`src/rtl/pmem_pkg.sv`:
```
// Shared program-memory constants and boot-loader types.
// Used by the loader, program_memory and the CPU fetch stage.
package pmem_pkg;

  localparam int PMEM_ADDR_WIDTH = 10;
  localparam int PMEM_DATA_WIDTH = 16;

  // Header and instruction words arrive most-significant byte first
  localparam bit HDR_BIG_ENDIAN = 1'b1;

  typedef enum logic [2:0] {
    IDLE,
    LEN_HI,
    LEN_LO,
    DATA_HI,
    DATA_LO,
    WRITE,
    DONE,
    ERROR
  } ld_state_e;

  function automatic logic [15:0] join_bytes(
    input logic [7:0] first,
    input logic [7:0] second
  );
    if (HDR_BIG_ENDIAN)
      return {first, second};
    else
      return {second, first};
  endfunction

endpackage

```
`src/rtl/pmem_loader_timeout.sv`:
```
// Saturating idle counter for the boot loader.
// tc is high once TIMEOUT_CYCLES-1 idle cycles have been counted.
module pmem_loader_timeout #(
  parameter int TIMEOUT_CYCLES = 100000
) (
  input  logic i_clk,
  input  logic i_rst_n,
  input  logic clr,
  input  logic inc,
  output logic tc
);

  localparam int CW =
    (TIMEOUT_CYCLES > 1) ? $clog2(TIMEOUT_CYCLES) : 1;
  localparam logic [CW-1:0] LAST = CW'(TIMEOUT_CYCLES - 1);

  logic [CW-1:0] cnt_q;

  always_ff @(posedge i_clk or negedge i_rst_n) begin
    if (!i_rst_n) begin
      cnt_q <= '0;
    end else if (clr) begin
      cnt_q <= '0;
    end else if (inc && (cnt_q != LAST)) begin
      cnt_q <= cnt_q + CW'(1);
    end
  end

  assign tc = (cnt_q == LAST);

endmodule

```
`src/rtl/pmem_loader.sv`:
```
// Boot-time program memory loader: length header, then
// big-endian words written from address 0; holds the CPU meanwhile.
module pmem_loader
  import pmem_pkg::*;
#(
  parameter int ADDR_WIDTH     = PMEM_ADDR_WIDTH,
  parameter int DATA_WIDTH     = PMEM_DATA_WIDTH,
  parameter int TIMEOUT_CYCLES = 100000
) (
  input  logic                  i_clk,
  input  logic                  i_rst_n,
  input  logic                  i_start,
  input  logic [7:0]            i_byte,
  input  logic                  i_byte_valid,
  output logic                  o_pmem_write,
  output logic [ADDR_WIDTH-1:0] o_pmem_address,
  output logic [DATA_WIDTH-1:0] o_pmem_data,
  output logic                  o_busy,
  output logic                  o_done,
  output logic                  o_error,
  output logic                  o_cpu_hold
);

  localparam logic [16:0] MAX_LEN = 17'(2 ** ADDR_WIDTH);

  ld_state_e state_q, state_d;

  logic [15:0]           count_q;
  logic [15:0]           wcnt_q;
  logic [7:0]            hi_q;
  logic [ADDR_WIDTH-1:0] addr_q;
  logic [ADDR_WIDTH-1:0] wr_addr_q;
  logic [DATA_WIDTH-1:0] wr_data_q;

  logic        loading;
  logic        idle_like;
  logic        start_ok;
  logic        accept;
  logic        to_tc;
  logic        timeout;
  logic        len_bad;
  logic        last_word;
  logic [15:0] new_word;

  assign loading = (state_q == LEN_HI) || (state_q == LEN_LO) ||
                   (state_q == DATA_HI) || (state_q == DATA_LO);

  assign idle_like = (state_q == IDLE) || (state_q == DONE) ||
                     (state_q == ERROR);

  assign start_ok  = idle_like && i_start;
  assign accept    = loading && i_byte_valid;
  assign timeout   = loading && !i_byte_valid && to_tc;
  assign new_word  = join_bytes(hi_q, i_byte);
  assign len_bad   = (new_word == 16'd0) ||
                     ({1'b0, new_word} > MAX_LEN);
  assign last_word = ((wcnt_q + 16'd1) == count_q);

  pmem_loader_timeout #(
    .TIMEOUT_CYCLES(TIMEOUT_CYCLES)
  ) u_timeout (
    .i_clk  (i_clk),
    .i_rst_n(i_rst_n),
    .clr    (!loading || accept),
    .inc    (loading && !i_byte_valid),
    .tc     (to_tc)
  );

  always_ff @(posedge i_clk or negedge i_rst_n) begin
    if (!i_rst_n) begin
      state_q <= IDLE;
    end else begin
      state_q <= state_d;
    end
  end

  always_comb begin
    state_d = state_q;
    unique case (state_q)
      IDLE, DONE, ERROR: begin
        if (i_start) state_d = LEN_HI;
      end
      LEN_HI: begin
        if (i_byte_valid) state_d = LEN_LO;
        else if (timeout) state_d = ERROR;
      end
      LEN_LO: begin
        if (i_byte_valid) state_d = len_bad ? ERROR : DATA_HI;
        else if (timeout) state_d = ERROR;
      end
      DATA_HI: begin
        if (i_byte_valid) state_d = DATA_LO;
        else if (timeout) state_d = ERROR;
      end
      DATA_LO: begin
        if (i_byte_valid) state_d = WRITE;
        else if (timeout) state_d = ERROR;
      end
      WRITE: begin
        state_d = last_word ? DONE : DATA_HI;
      end
      default: state_d = IDLE;
    endcase
  end

  // The write port registers are captured with the low byte so they
  // stay stable after the strobe; addr_q already points past them.
  always_ff @(posedge i_clk or negedge i_rst_n) begin
    if (!i_rst_n) begin
      count_q   <= '0;
      wcnt_q    <= '0;
      hi_q      <= '0;
      addr_q    <= '0;
      wr_addr_q <= '0;
      wr_data_q <= '0;
    end else begin
      unique case (1'b1)
        start_ok: begin
          count_q <= '0;
          wcnt_q  <= '0;
          addr_q  <= '0;
        end
        accept && (state_q == LEN_HI),
        accept && (state_q == DATA_HI): begin
          hi_q <= i_byte;
        end
        accept && (state_q == LEN_LO): begin
          count_q <= new_word;
        end
        accept && (state_q == DATA_LO): begin
          wr_addr_q <= addr_q;
          wr_data_q <= DATA_WIDTH'(new_word);
        end
        state_q == WRITE: begin
          addr_q <= addr_q + ADDR_WIDTH'(1);
          wcnt_q <= wcnt_q + 16'd1;
        end
        default: ;
      endcase
    end
  end

  assign o_pmem_write   = (state_q == WRITE);
  assign o_pmem_address = wr_addr_q;
  assign o_pmem_data    = wr_data_q;
  assign o_busy         = loading || (state_q == WRITE);
  assign o_done         = (state_q == DONE);
  assign o_error        = (state_q == ERROR);
  assign o_cpu_hold     = (state_q != DONE);

endmodule
```
`config.mk`:
```
export PLATFORM = sky130hd
export DESIGN_NAME = pmem_loader
export DESIGN_NICKNAME = d
export VERILOG_FILES = /design/src/rtl/pmem_pkg.sv /design/src/rtl/pmem_loader_timeout.sv /design/src/rtl/pmem_loader.sv
export SDC_FILE = /design/constraint.sdc
export NUM_CORES = 1
export LEC_CHECK = 0
export BUFFER_PORTS_ARGS = -buffer_cell sky130_fd_sc_hd__buf_2
export CORE_MARGIN = 2
export CORE_UTILIZATION = 35
export DETAILED_ROUTE_END_ITERATION = 16
export GPL_TIMING_DRIVEN = 1
export PLACE_DENSITY = 0.56
export SETUP_SLACK_MARGIN = 0.5
export SYNTH_ARGS = -nofsm -noshare
export SYNTH_HDL_FRONTEND = slang
export SYNTH_SLANG_ARGS = --single-unit
```
`constraint.sdc`:
```
create_clock -name i_clk -period 3.1 [get_ports i_clk]
set_clock_uncertainty 0.15 [all_clocks]
set_input_delay 0.465 -clock i_clk [delete_from_list [all_inputs] [get_ports i_clk]]
set_output_delay 0.465 -clock i_clk [all_outputs]
set_load 0.01 [all_outputs]
```
==> impl_results.md, run 1 <==
* Status: complete, no violations
* Warnings, synthesis at 0
* Cell Area, Synth at 4807 sq um
* Fin crit share at between 70% and 80%
* Port bufs at 42
* Pwr Density at 776.6 nW/um^2
* Post-synthesis mux area share at under 10%
* Die height at 121.2 microns
* Slew Limit Fails at 0
* DR WL met3 at around 340 microns
* Clock Latency Late Sink at 0.35 ns
* Max transition margin at 59.76%
* Clock Sinks at 96
* Buf/Inv on CP at 2
* Placer Congestion at 0.8583
* Clock buffer depth at 2
* Crit path capture type: output pin
* Synth Area in Compound Gates at 11.35%
* Largest family of logic cells by synthesized area: simple AND/OR/NAND/NOR gates
* Initial drt markers at 236
* Wl on met1 at between 5000 and 6000 microns
* Antenna fix cells at 0
* Met2 wire len at a little under 5000 microns
* Post-synthesis adder-cell area fraction at 0.7808%
* Asr flop ratio synth at 100.0%
* VDD IR max at just over 400 uV
* Crit-path max FO at 13
* Fillers at 1,344
* Dpl cells at between 600 and 700
* TritonCTS clock tree: yes
* Root Buffer: clkbuf_16
* Synth cell types at 48
* Row count at 42
* Worst EP required at roughly 2.5 ns
* Max-Cap Viols at 0
* Initial antenna violation count at 0
* Starting Density at 36.01%
* Global route overflow at 0
* Cells after Synth at 494
* Fin cells at 712
* Floorplan Core Area at 13,350 sq um
* Sequential area share after synthesis at about half
* Vias in the first global route at 3,601
* XOR/XNOR share of the synthesized area at just over 6%
* Clk pin slew, worst setup/hold paths at 0.06 ns
* Top routing layer in use: met4
* Startpoint types: flop
* Static leakage at about 2.4 nW
* Via-to-Cell Ratio at around 5.2
* TNS Setup at 0 ns
* Synth Area in Simple Gates at 20.07%
* Largest net degree at the start of global routing at 46
* Setup CP Type: reg -> out
* Cts bufs inserted at 9
* Placed cell area at 5220 sq um
* Post-synth EDFFs at 0
* DP Wirelength at 7344 microns
* Overall Global Routing Usage at between 10% and 20%
* Tmin final at about 2.4 ns
* Vias at 3,708
* Kind of cell adding the most delay to the critical path: flip-flops
* Worst stage delay on the critical path at approximately 0.57 ns
* Avg Cell Area, Syn at 9.731 sq um
* Final setup vio count at 0
* Postcts setup bufs at 0
* Htree depth at 3
* Unrepaired setup endpoints after global routing: false
* Cells along the critical path: nor2b_1 > nand2_1 > clkinv_1 > buf_2
* Finished Cell Area at 5509 sq um
* Routed WL per cell at ~15 microns
* Io pins at 43
* Mapped Nets at 509
* Layout Nets at 546
* Die X at roughly 120 microns
* Final wirelength at between 10,000 and 15,000 microns
* Die Area at approximately 15,000 sq um
* Final Hold Vio Count at 0
* Peak Freq at 0.4125 GHz
* Crit path arrival time at 1.81 ns
* Slowest cell on the critical path: dfrtp_1
* First-pass GRT wire length at between 15,000 and 20,000 microns
* Layout cell share with drive strength beyond 1 at 19.78%
* Slew @ Worst Pin at 0.6036 ns
* Worst hold slack at 0.2316 ns
* Drt drc at 0
* Post-route core utilization at 41.27%
* Initial DRT Pass Iterations at 5
* Hold Crit Class: in -> reg
* Post-route ant nets at 0
* #FFs+latches synth at 96
* Synth-to-layout area growth at 14.60%
* Synth Flop Type: dfrtp_1
[report_power, final]
| group | internal, mW | switching (mW) | leakage, nW |
|---|---|---|---|
| Sequential | 1.59 | 0.325 | 1.27 |
| Combinational | 0.628 | 0.714 | 1.01 |
| Clock | 0.564 | 0.459 | 0.130 |
[area by class of cell]
type                       instances  area [sq um]  area share [%]
clock inverter                     3         17.52          0.3180
timing repair buffer              52         302.8           5.496
sequential                        96          2402           43.61
tap                              176         220.2           3.997
multi-input combinational        366          2293           41.63
inverter                           6         22.52          0.4088
clock buffer                      13         250.2           4.542
[worst reg2reg max path: stages, from the launching register on]
cell	delay, ns
dfrtp_1	0.47
nand3_1	0.29
nor4_1	0.35
o221ai_1	0.16
a2111oi_0	0.42
nand4b_1	0.23
a21o_1	0.22
[per-stage QoR]
| step | power, mW | setup WS (ns) |
|---|---|---|
| after detailed placement | 3.294 | 0.5579 |
| after CTS | 4.343 | 0.5446 |
| after global placement | 3.255 | 0.6708 |
| after global routing | 4.600 | 0.5064 |
| final | 4.278 | 0.6756 |
| after floorplan | 2.810 | 0.9301 |
[cells in the final DEF, fill, tap and decap left out, types with 3 or more instances in the layout]
master     count
a31oi_1        4
dfrtp_1       96
o2111ai_1      3
nand4b_1       3
mux2_2        34
a21oi_1       11
or3_1          6
mux2i_1        5
inv_1          5
nand2b_1       6
o31ai_1        4
nor4_1         6
nand3_1       27
clkbuf_1       3
and4_1         3
xor2_1        18
buf_4          9
nor3_1         6
and3_1        10
nand2_1       66
ha_1           3
nor2_1        40
nand4_1        7
o21ai_0       54
xnor2_1       16
clkbuf_16      9
buf_2         41
nor2b_1        5
[metal layers]
metal	up-vias	global-route usage, %
li1	1816	-
met1	1812	21.50
met2	69	23.81
met3	11	2.444
met4	0	7.256
met5	-	0
[synthesized netlist by cell type, types with 2 or more instances]
library cell / instances / area (sq um)
and2_1: 2 / 12.51
o21ai_0: 54 / 270.3
nor3_1: 6 / 30.03
o21ai_1: 2 / 10.01
o2111ai_1: 3 / 26.28
and3_1: 10 / 62.56
a211oi_1: 2 / 15.01
xor2_1: 18 / 157.7
mux2_2: 34 / 382.9
or4b_4: 2 / 27.53
or3_1: 6 / 37.54
o31ai_1: 4 / 30.03
buf_1: 2 / 7.510
clkbuf_1: 19 / 71.32
nor2_1: 40 / 150.1
nand4_1: 7 / 43.79
o21a_1: 2 / 15.01
ha_1: 3 / 37.54
a21o_1: 2 / 15.01
nand2_1: 66 / 247.7
dfrtp_1: 96 / 2402
a21oi_1: 11 / 55.05
nand3_1: 28 / 140.1
nor4_1: 7 / 43.79
nor2b_1: 5 / 31.28
nand4b_1: 3 / 26.28
xnor2_1: 16 / 140.1
a31oi_1: 4 / 25.02
nand2b_1: 6 / 37.54
o211ai_1: 2 / 15.01
mux2i_1: 5 / 50.05
buf_2: 5 / 25.02
inv_1: 5 / 18.77
and4_1: 3 / 26.28
[registers in the layout (all words and copies together) (netlist names)]
register,count
u_timeout.cnt_q,17
count_q,16
o_pmem_data,16
wcnt_q,16
addr_q,10
o_pmem_address,10
hi_q,8
state_q,3
[path summary, 6_finish.rpt]
check / from / endpoint / slack, ns / cells past startpoint
min reg2reg: addr_q[9] / addr_q[9] / 0.34 / 1
max in group asynchronous: i_rst_n / count_q[2] / 1.59 / 3
max reg2reg: wcnt_q[4] / state_q[0] / 0.69 / 6
max: state_q[1] / o_pmem_write / 0.68 / 4
min: i_byte[5] / count_q[5] / 0.23 / 3
min in group asynchronous: i_rst_n / u_timeout.cnt_q[5] / 0.51 / 2
[cell families after synthesis]
family          Yosys count
buf+inv                  32
compound gates           94
xor+xnor                 34
fa+ha+maj                 3
flops                    96
mux                      39
simple gates            196
[repair_timing]
action / 4_1_cts / 5_1_grt
endpoints found under the hold margin: 10 / 0
setup endpoints to repair: 0 / 2
hold buffers: 1 / 0
gates resized for setup: 0 / 2
No activity file was read; power rests on OpenSTA's default activity.
==> run 2: changes to the inputs <==
==> constraint.sdc (replaced) <==
create_clock -name i_clk -period 2.4 [get_ports i_clk]
set_clock_uncertainty 0.15 [all_clocks]
set_input_delay 0.36 -clock i_clk [delete_from_list [all_inputs] [get_ports i_clk]]
set_output_delay 0.36 -clock i_clk [all_outputs]
set_load 0.01 [all_outputs]
==> impl_results.md, run 2 (synthesis results as in run 1) <==
* Placer Congestion at 0.8807 (+2.6%)
* Layout cell share with drive strength beyond 1 at 33.73% (+14 points)
* Floorplan Core Area at 13,350 sq um (unchanged)
* Htree depth at 3 (unchanged)
* Max transition margin at 60.97% (+1.2 points)
* Cells along the critical path: or4b_4 > nor4_4 > buf_4 > nor2_2 > nor2b_1 > o22ai_1 > a222oi_1
* Starting Density at 36.01% (unchanged)
* Worst EP required at 2.48 ns (about the same)
* Initial DRT Pass Iterations at 4 (-1)
* Layout Nets at 591 (+8.2%)
* Die Area at 14,690 sq um (unchanged)
* First-pass GRT wire length at 18,920 microns (+4.3%)
* Die height at 121.2 microns (unchanged)
* Clk pin slew, worst setup/hold paths at 0.07 ns (about the same)
* Die X at 121.2 microns (unchanged)
* Fin crit share at 90.90%
* Status: complete, no violations
* CP Launch Point: u_timeout.cnt_q[8]
* Slowest cell on the critical path: or4b_4
* Max-Cap Viols at 0 (unchanged)
* Largest net degree at the start of global routing at 47 (+2.2%)
* Worst stage delay on the critical path at 0.55 ns (-0.02 ns)
* Pre-CTS WS at 0.1099 ns (-0.4479 ns)
* Final Hold Vio Count at 0 (unchanged)
* VDD IR max at 531.9 uV (+31%)
* Register with the most flip-flops: u_timeout.cnt_q
* Commonest non-fill, non-tap cell in the layout: dfrtp_1
* Crit path arrival time at 2.26 ns (+0.45 ns)
* Slew @ Worst Pin at 0.5854 ns (-0.01815 ns)
* Hold Crit Class: in -> reg
* Peak Freq at 0.4584 GHz
* Initial drt markers at 205 (-13%)
* Clock Latency Late Sink at 0.35 ns (about the same)
* Synth-to-layout area growth at 29.00%
* DP Wirelength at 7613 microns (+3.7%)
* Via-to-Cell Ratio at 5.214 (+0.12%)
* Finished Cell Area at 6201 sq um (+13%)
* Clock Sinks at 96 (unchanged)
* Kind of cell adding the most delay to the critical path: simple AND/OR/NAND/NOR gates
* Initial antenna violation count at 0 (unchanged)
* Post-route ant nets at 0 (unchanged)
* Buf/Inv on CP at 1 (-1)
* Min setup slack post-route at 0.2183 ns (-0.4573 ns)
* Worst r2r src: u_timeout.cnt_q[8]
* Static leakage at 2.762 nW (+14%)
* Overall Global Routing Usage at 16.31% (+0.80 points)
* Crit-path max FO at 4 (-9)
* Total Power at 6.216 mW (+45%)
* Crit path capture type: flop
* Clock buffer depth at 2 (unchanged)
* Pwr Density at 1002 nW/um^2 (+29%)
* Most frequent cells in the layout: dfrtp_1 (84), nand2_1 (64), o21ai_0 (52)
* Routed WL per cell at 15.38 microns (+4.8%)
* Startpoint types: flop
* Global route overflow at 0 (unchanged)
* Placed cell area at 5321 sq um (+1.9%)
* Row count at 42 (unchanged)
* Unrepaired setup endpoints after global routing: true
* Io pins at 43 (unchanged)
* Vias in the first global route at 3,817 (+6.0%)
* Drt drc at 0 (unchanged)
* Fillers at 1,287 (-4.2%)
* Min-delay src: i_byte[5]
* Port bufs at 42 (unchanged)
* Final setup vio count at 0 (unchanged)
* Final wirelength at 11,640 microns (+11%)
* Setup CP Type: reg -> reg
* Slew Limit Fails at 0 (unchanged)
* Cts bufs inserted at 9 (unchanged)
* Root Buffer: clkbuf_16
* Max FFs per register at 17 (unchanged)
* Antenna fix cells at 0 (unchanged)
* Vias at 3,947 (+6.4%)
* Tmin final at 2.182 ns
* TritonCTS clock tree: yes
* TNS Setup at 0 ns (unchanged)
run 2: cell count changes in the layout (fill, tap and decap cells not counted), moves of 3 or more:
cell	change
nor3_1	-3
dfrtp_1	-12
dfrtp_2	+12
buf_6	+5
buf_4	+38
nor2_1	-4
nor2_2	+3
clkbuf_1	-3
run 2: layout make-up:
class	instances	area (sq um)	area share, %
Clock buffer	10	239.0	3.854
Clock inverter	6	91.34	1.473
Inverter	6	27.53	0.4439
Multi-Input combinational cell	366	2481	40.01
Sequential cell	96	2417	38.98
Tap cell	176	220.2	3.551
Timing Repair Buffer	97	724.4	11.68
run 2: what timing repair did:
action	4_1_cts	5_1_grt
resized for setup	29	34
setup endpoints to repair	33	60
hold endpoints to repair	35	0
hold buffers	1	0
setup buffers	22	16
cloned	0	2
pin swaps	15	8
run 2: final timing paths:
check	slack, ns	cells after the start	end
worst max-delay path	0.22	7	state_q[1]
worst min-delay path	0.12	3	count_q[5]
worst max register to register	0.22	7	state_q[1]
worst min register to register	0.33	1	addr_q[9]
max in group asynchronous	1.07	3	hi_q[5]
min in group asynchronous	0.39	2	u_timeout.cnt_q[9]
run 2: worst reg2reg max path, delay by kind of cell (launching register included):
kind	cells	cell delay, ns
flip-flops	1	0.39
AND/OR/NAND/NOR	4	0.97
buffers and inverters	1	0.18
AO/OA/AOI/OAI	2	0.39
run 2: per-stage QoR:
stage          instances  hold WS (ns)  utilization, %
2_1_floorplan        494      -0.08559               -
3_3_place_gp         700        0.2225           39.87
3_5_place_dp         700        0.2215           39.87
6_report             757        0.1162           46.46
4_1_cts              739        0.1000           44.27
5_1_grt              757        0.1310           46.46
run 2: power breakdown:
group	switching, mW	internal [mW]	leakage (nW)
clock network	0.639	0.945	0.151
registers	0.400	2.06	1.26
logic	1.10	1.07	1.35
run 2: metal layers:
layer	GRT usage [%]	wire length [microns]	part of all wire (%)	vias to the layer above
met5	0	0	0	-
met4	8.118	333	2.9	0
met3	2.538	406	3.5	26
met2	26.30	5498	47	97
met1	21.34	5402	46	1913
li1	-	-	-	1911
==> run 3: changes to the inputs <==
--- a/config.mk
+++ b/config.mk
@@ -11,6 +11,7 @@
 export DETAILED_ROUTE_END_ITERATION = 16
 export GPL_TIMING_DRIVEN = 1
 export PLACE_DENSITY = 0.56
+export RECOVER_POWER = 25
 export SETUP_SLACK_MARGIN = 0.5
 export SYNTH_ARGS = -nofsm -noshare
 export SYNTH_HDL_FRONTEND = slang
==> constraint.sdc (replaced) <==
create_clock -name i_clk -period 2.4 [get_ports i_clk]
set_clock_uncertainty 0.15 [all_clocks]
set_input_delay 0.12 -clock i_clk [delete_from_list [all_inputs] [get_ports i_clk]]
set_output_delay 0.12 -clock i_clk [all_outputs]
set_load 0.01 [all_outputs]
==> impl_results.md, run 3 (synthesis results as in run 1) <==
* Status: complete, no violations
* Die height at 121.2 microns (unchanged)
* Crit path arrival time at 2.27 ns (about the same)
* Starting Density at 36.01% (unchanged)
* Final Hold Vio Count at 0 (unchanged)
* Slew Limit Fails at 0 (unchanged)
* Vias in the first global route at 3,797 (-0.52%)
* Worst R2R Setup Slack at 0.22 ns (about the same)
* VDD IR max at 584.3 uV (+9.9%)
* Overall Global Routing Usage at 16.15% (-0.16 points)
* Routed WL per cell at 15.09 microns (-1.9%)
* Crit-path max FO at 4 (unchanged)
* Global route overflow at 0 (unchanged)
* Largest net degree at the start of global routing at 55 (+17%)
* Capture point of the worst reg-to-reg path: state_q[1]
* CP Launch Point: u_timeout.cnt_q[11]
* Fillers at 1,297 (+0.78%)
* Slew @ Worst Pin at 1.126 ns (+0.5404 ns)
* Io pins at 43 (unchanged)
* Placer Congestion at 0.8631 (-2.0%)
* Cts bufs inserted at 9 (unchanged)
* Initial antenna violation count at 0 (unchanged)
* Row count at 42 (unchanged)
* Met2 global-route usage at 26.62% (+0.32 points)
* Slowest cell on the critical path: or4b_4
* Clock Sinks at 96 (unchanged)
* Startpoint types: flop
* Met3 Usage GRT at 2.632% (+0.094 points)
* Antenna fix cells at 0 (unchanged)
* Worst EP required at 2.48 ns (about the same)
* Unrepaired setup endpoints after global routing: true
* TritonCTS clock tree: yes
* GRT met1 Usage at 21.01% (-0.33 points)
* Buf/Inv on CP at 1 (unchanged)
* Worst stage delay on the critical path at 0.54 ns (about the same)
* Min-delay src: i_byte_valid
* GRT Max-Usage Layer: met2
* Layout Nets at 580 (-1.9%)
* Initial DRT Pass Iterations at 4 (unchanged)
* Clk pin slew, worst setup/hold paths at 0.07 ns (about the same)
* Root Buffer: clkbuf_16
* Via-to-Cell Ratio at 5.166 (-0.91%)
* Die X at 121.2 microns (unchanged)
* Register with the most flip-flops: u_timeout.cnt_q
* Htree depth at 3 (unchanged)
* Vias at 3,849 (-2.5%)
* Peak Freq at 0.4577 GHz (-0.13%)
* Post-route ant nets at 0 (unchanged)
* Layout cell share with drive strength beyond 1 at 28.12% (-5.6 points)
* Drt drc at 0 (unchanged)
* Final wirelength at 11,240 microns (-3.4%)
* Worst hold slack at 0.01546 ns (-0.1007 ns)
* R2R depth at 7 (unchanged)
* Fin crit share at 91.03% (+0.12 points)
* Pwr Density at 985.4 nW/um^2 (-1.7%)
* Fin cells at 745 (-1.6%)
* Max FFs per register at 17 (unchanged)
* Clock buffer depth at 2 (unchanged)
* Setup CP Type: reg -> reg
* Max-Cap Viols at 0 (unchanged)
* Port bufs at 42 (unchanged)
* Synth-to-layout area growth at 25.85%
* Tmin final at 2.185 ns (+0.002904 ns)
* Initial drt markers at 162 (-21%)
* DP Wirelength at 7505 microns (-1.4%)
* Max transition margin at 24.95% (-36 points)
* Static leakage at 2.601 nW (-5.8%)
* First-pass GRT wire length at 18,820 microns (-0.54%)
* Floorplan Core Area at 13,350 sq um (unchanged)
* TNS Setup at 0 ns (unchanged)
* Worst Hold End: state_q[1]
* Hold Crit Class: in -> reg
* Commonest non-fill, non-tap cell in the layout: dfrtp_1
* Die Area at 14,690 sq um (unchanged)
* Hold path cells at 2 (-1)
* Most frequent cells in the layout: dfrtp_1 (84), nand2_1 (65), o21ai_0 (52)
* Worst r2r src: u_timeout.cnt_q[11]
* Dpl cells at 698 (-0.29%)
* Cells along the critical path: or4b_4 > nor4_4 > buf_4 > nor2_2 > nor2b_1 > o22ai_1 > a222oi_1
* Kind of cell adding the most delay to the critical path: simple AND/OR/NAND/NOR gates
* Clock Latency Late Sink at 0.35 ns (about the same)
* Crit path capture type: flop
* Final setup vio count at 0 (unchanged)
run 3: cell types whose count changed in the layout (fill, tap and decap cells not counted), sizes merged:
cell         delta
buf            -33
clkbuf         +16
dlygate4sd3     +9
clkinvlp        -2
bufinv          -1
inv             -1
run 3: how the worst max path moves through the flow:
stage                              end  cells after the start
global route                state_q[0]                      6
detailed placement          state_q[0]                      6
CTS                 u_timeout.cnt_q[2]                      6
global placement            state_q[0]                      6
finish                      state_q[1]                      7
floorplan                   state_q[1]                      6
run 3: timing repair:
item,CTS,global route
hold endpoints to repair,67,0
resized for setup,19,31
hold buffers,10,0
buffers inserted,8,14
setup endpoints to repair,30,60
pin swaps,6,8
run 3: power by group:
part | internal (mW) | switching (mW) | total (mW)
clock network | 0.888 | 0.602 | 1.49
registers | 2.06 | 0.410 | 2.47
logic | 0.947 | 1.05 | 2.00
total | 3.90 | 2.06 | 5.96
run 3: through the flow:
step	utilization, %	worst slack (ns)	area, sq um	power [mW]
2_1_floorplan	-	0.2305	4882	3.674
3_3_place_gp	39.75	0.1712	5306	4.257
3_5_place_dp	39.75	0.1030	5306	4.304
4_1_cts	43.71	0.2039	5834	5.856
5_1_grt	45.32	0.05568	6050	6.356
6_report	45.32	0.2154	6050	5.961
run 3: layout make-up:
type / instances / area, sq um / area share [%]
multi-input combinational: 366 / 2515 / 41.57
sequential: 96 / 2417 / 39.96
timing repair buffer: 86 / 566.8 / 9.369
clock buffer: 13 / 270.3 / 4.467
tap: 176 / 220.2 / 3.640
clock inverter: 2 / 37.54 / 0.6205
inverter: 6 / 22.52 / 0.3723
run 3: routing by layer:
metal  wire (microns)  share of wire [%]
met5                0                  0
met4              225                2.0
met2             5553                 49
met3              277                2.5
met1             5185                 46
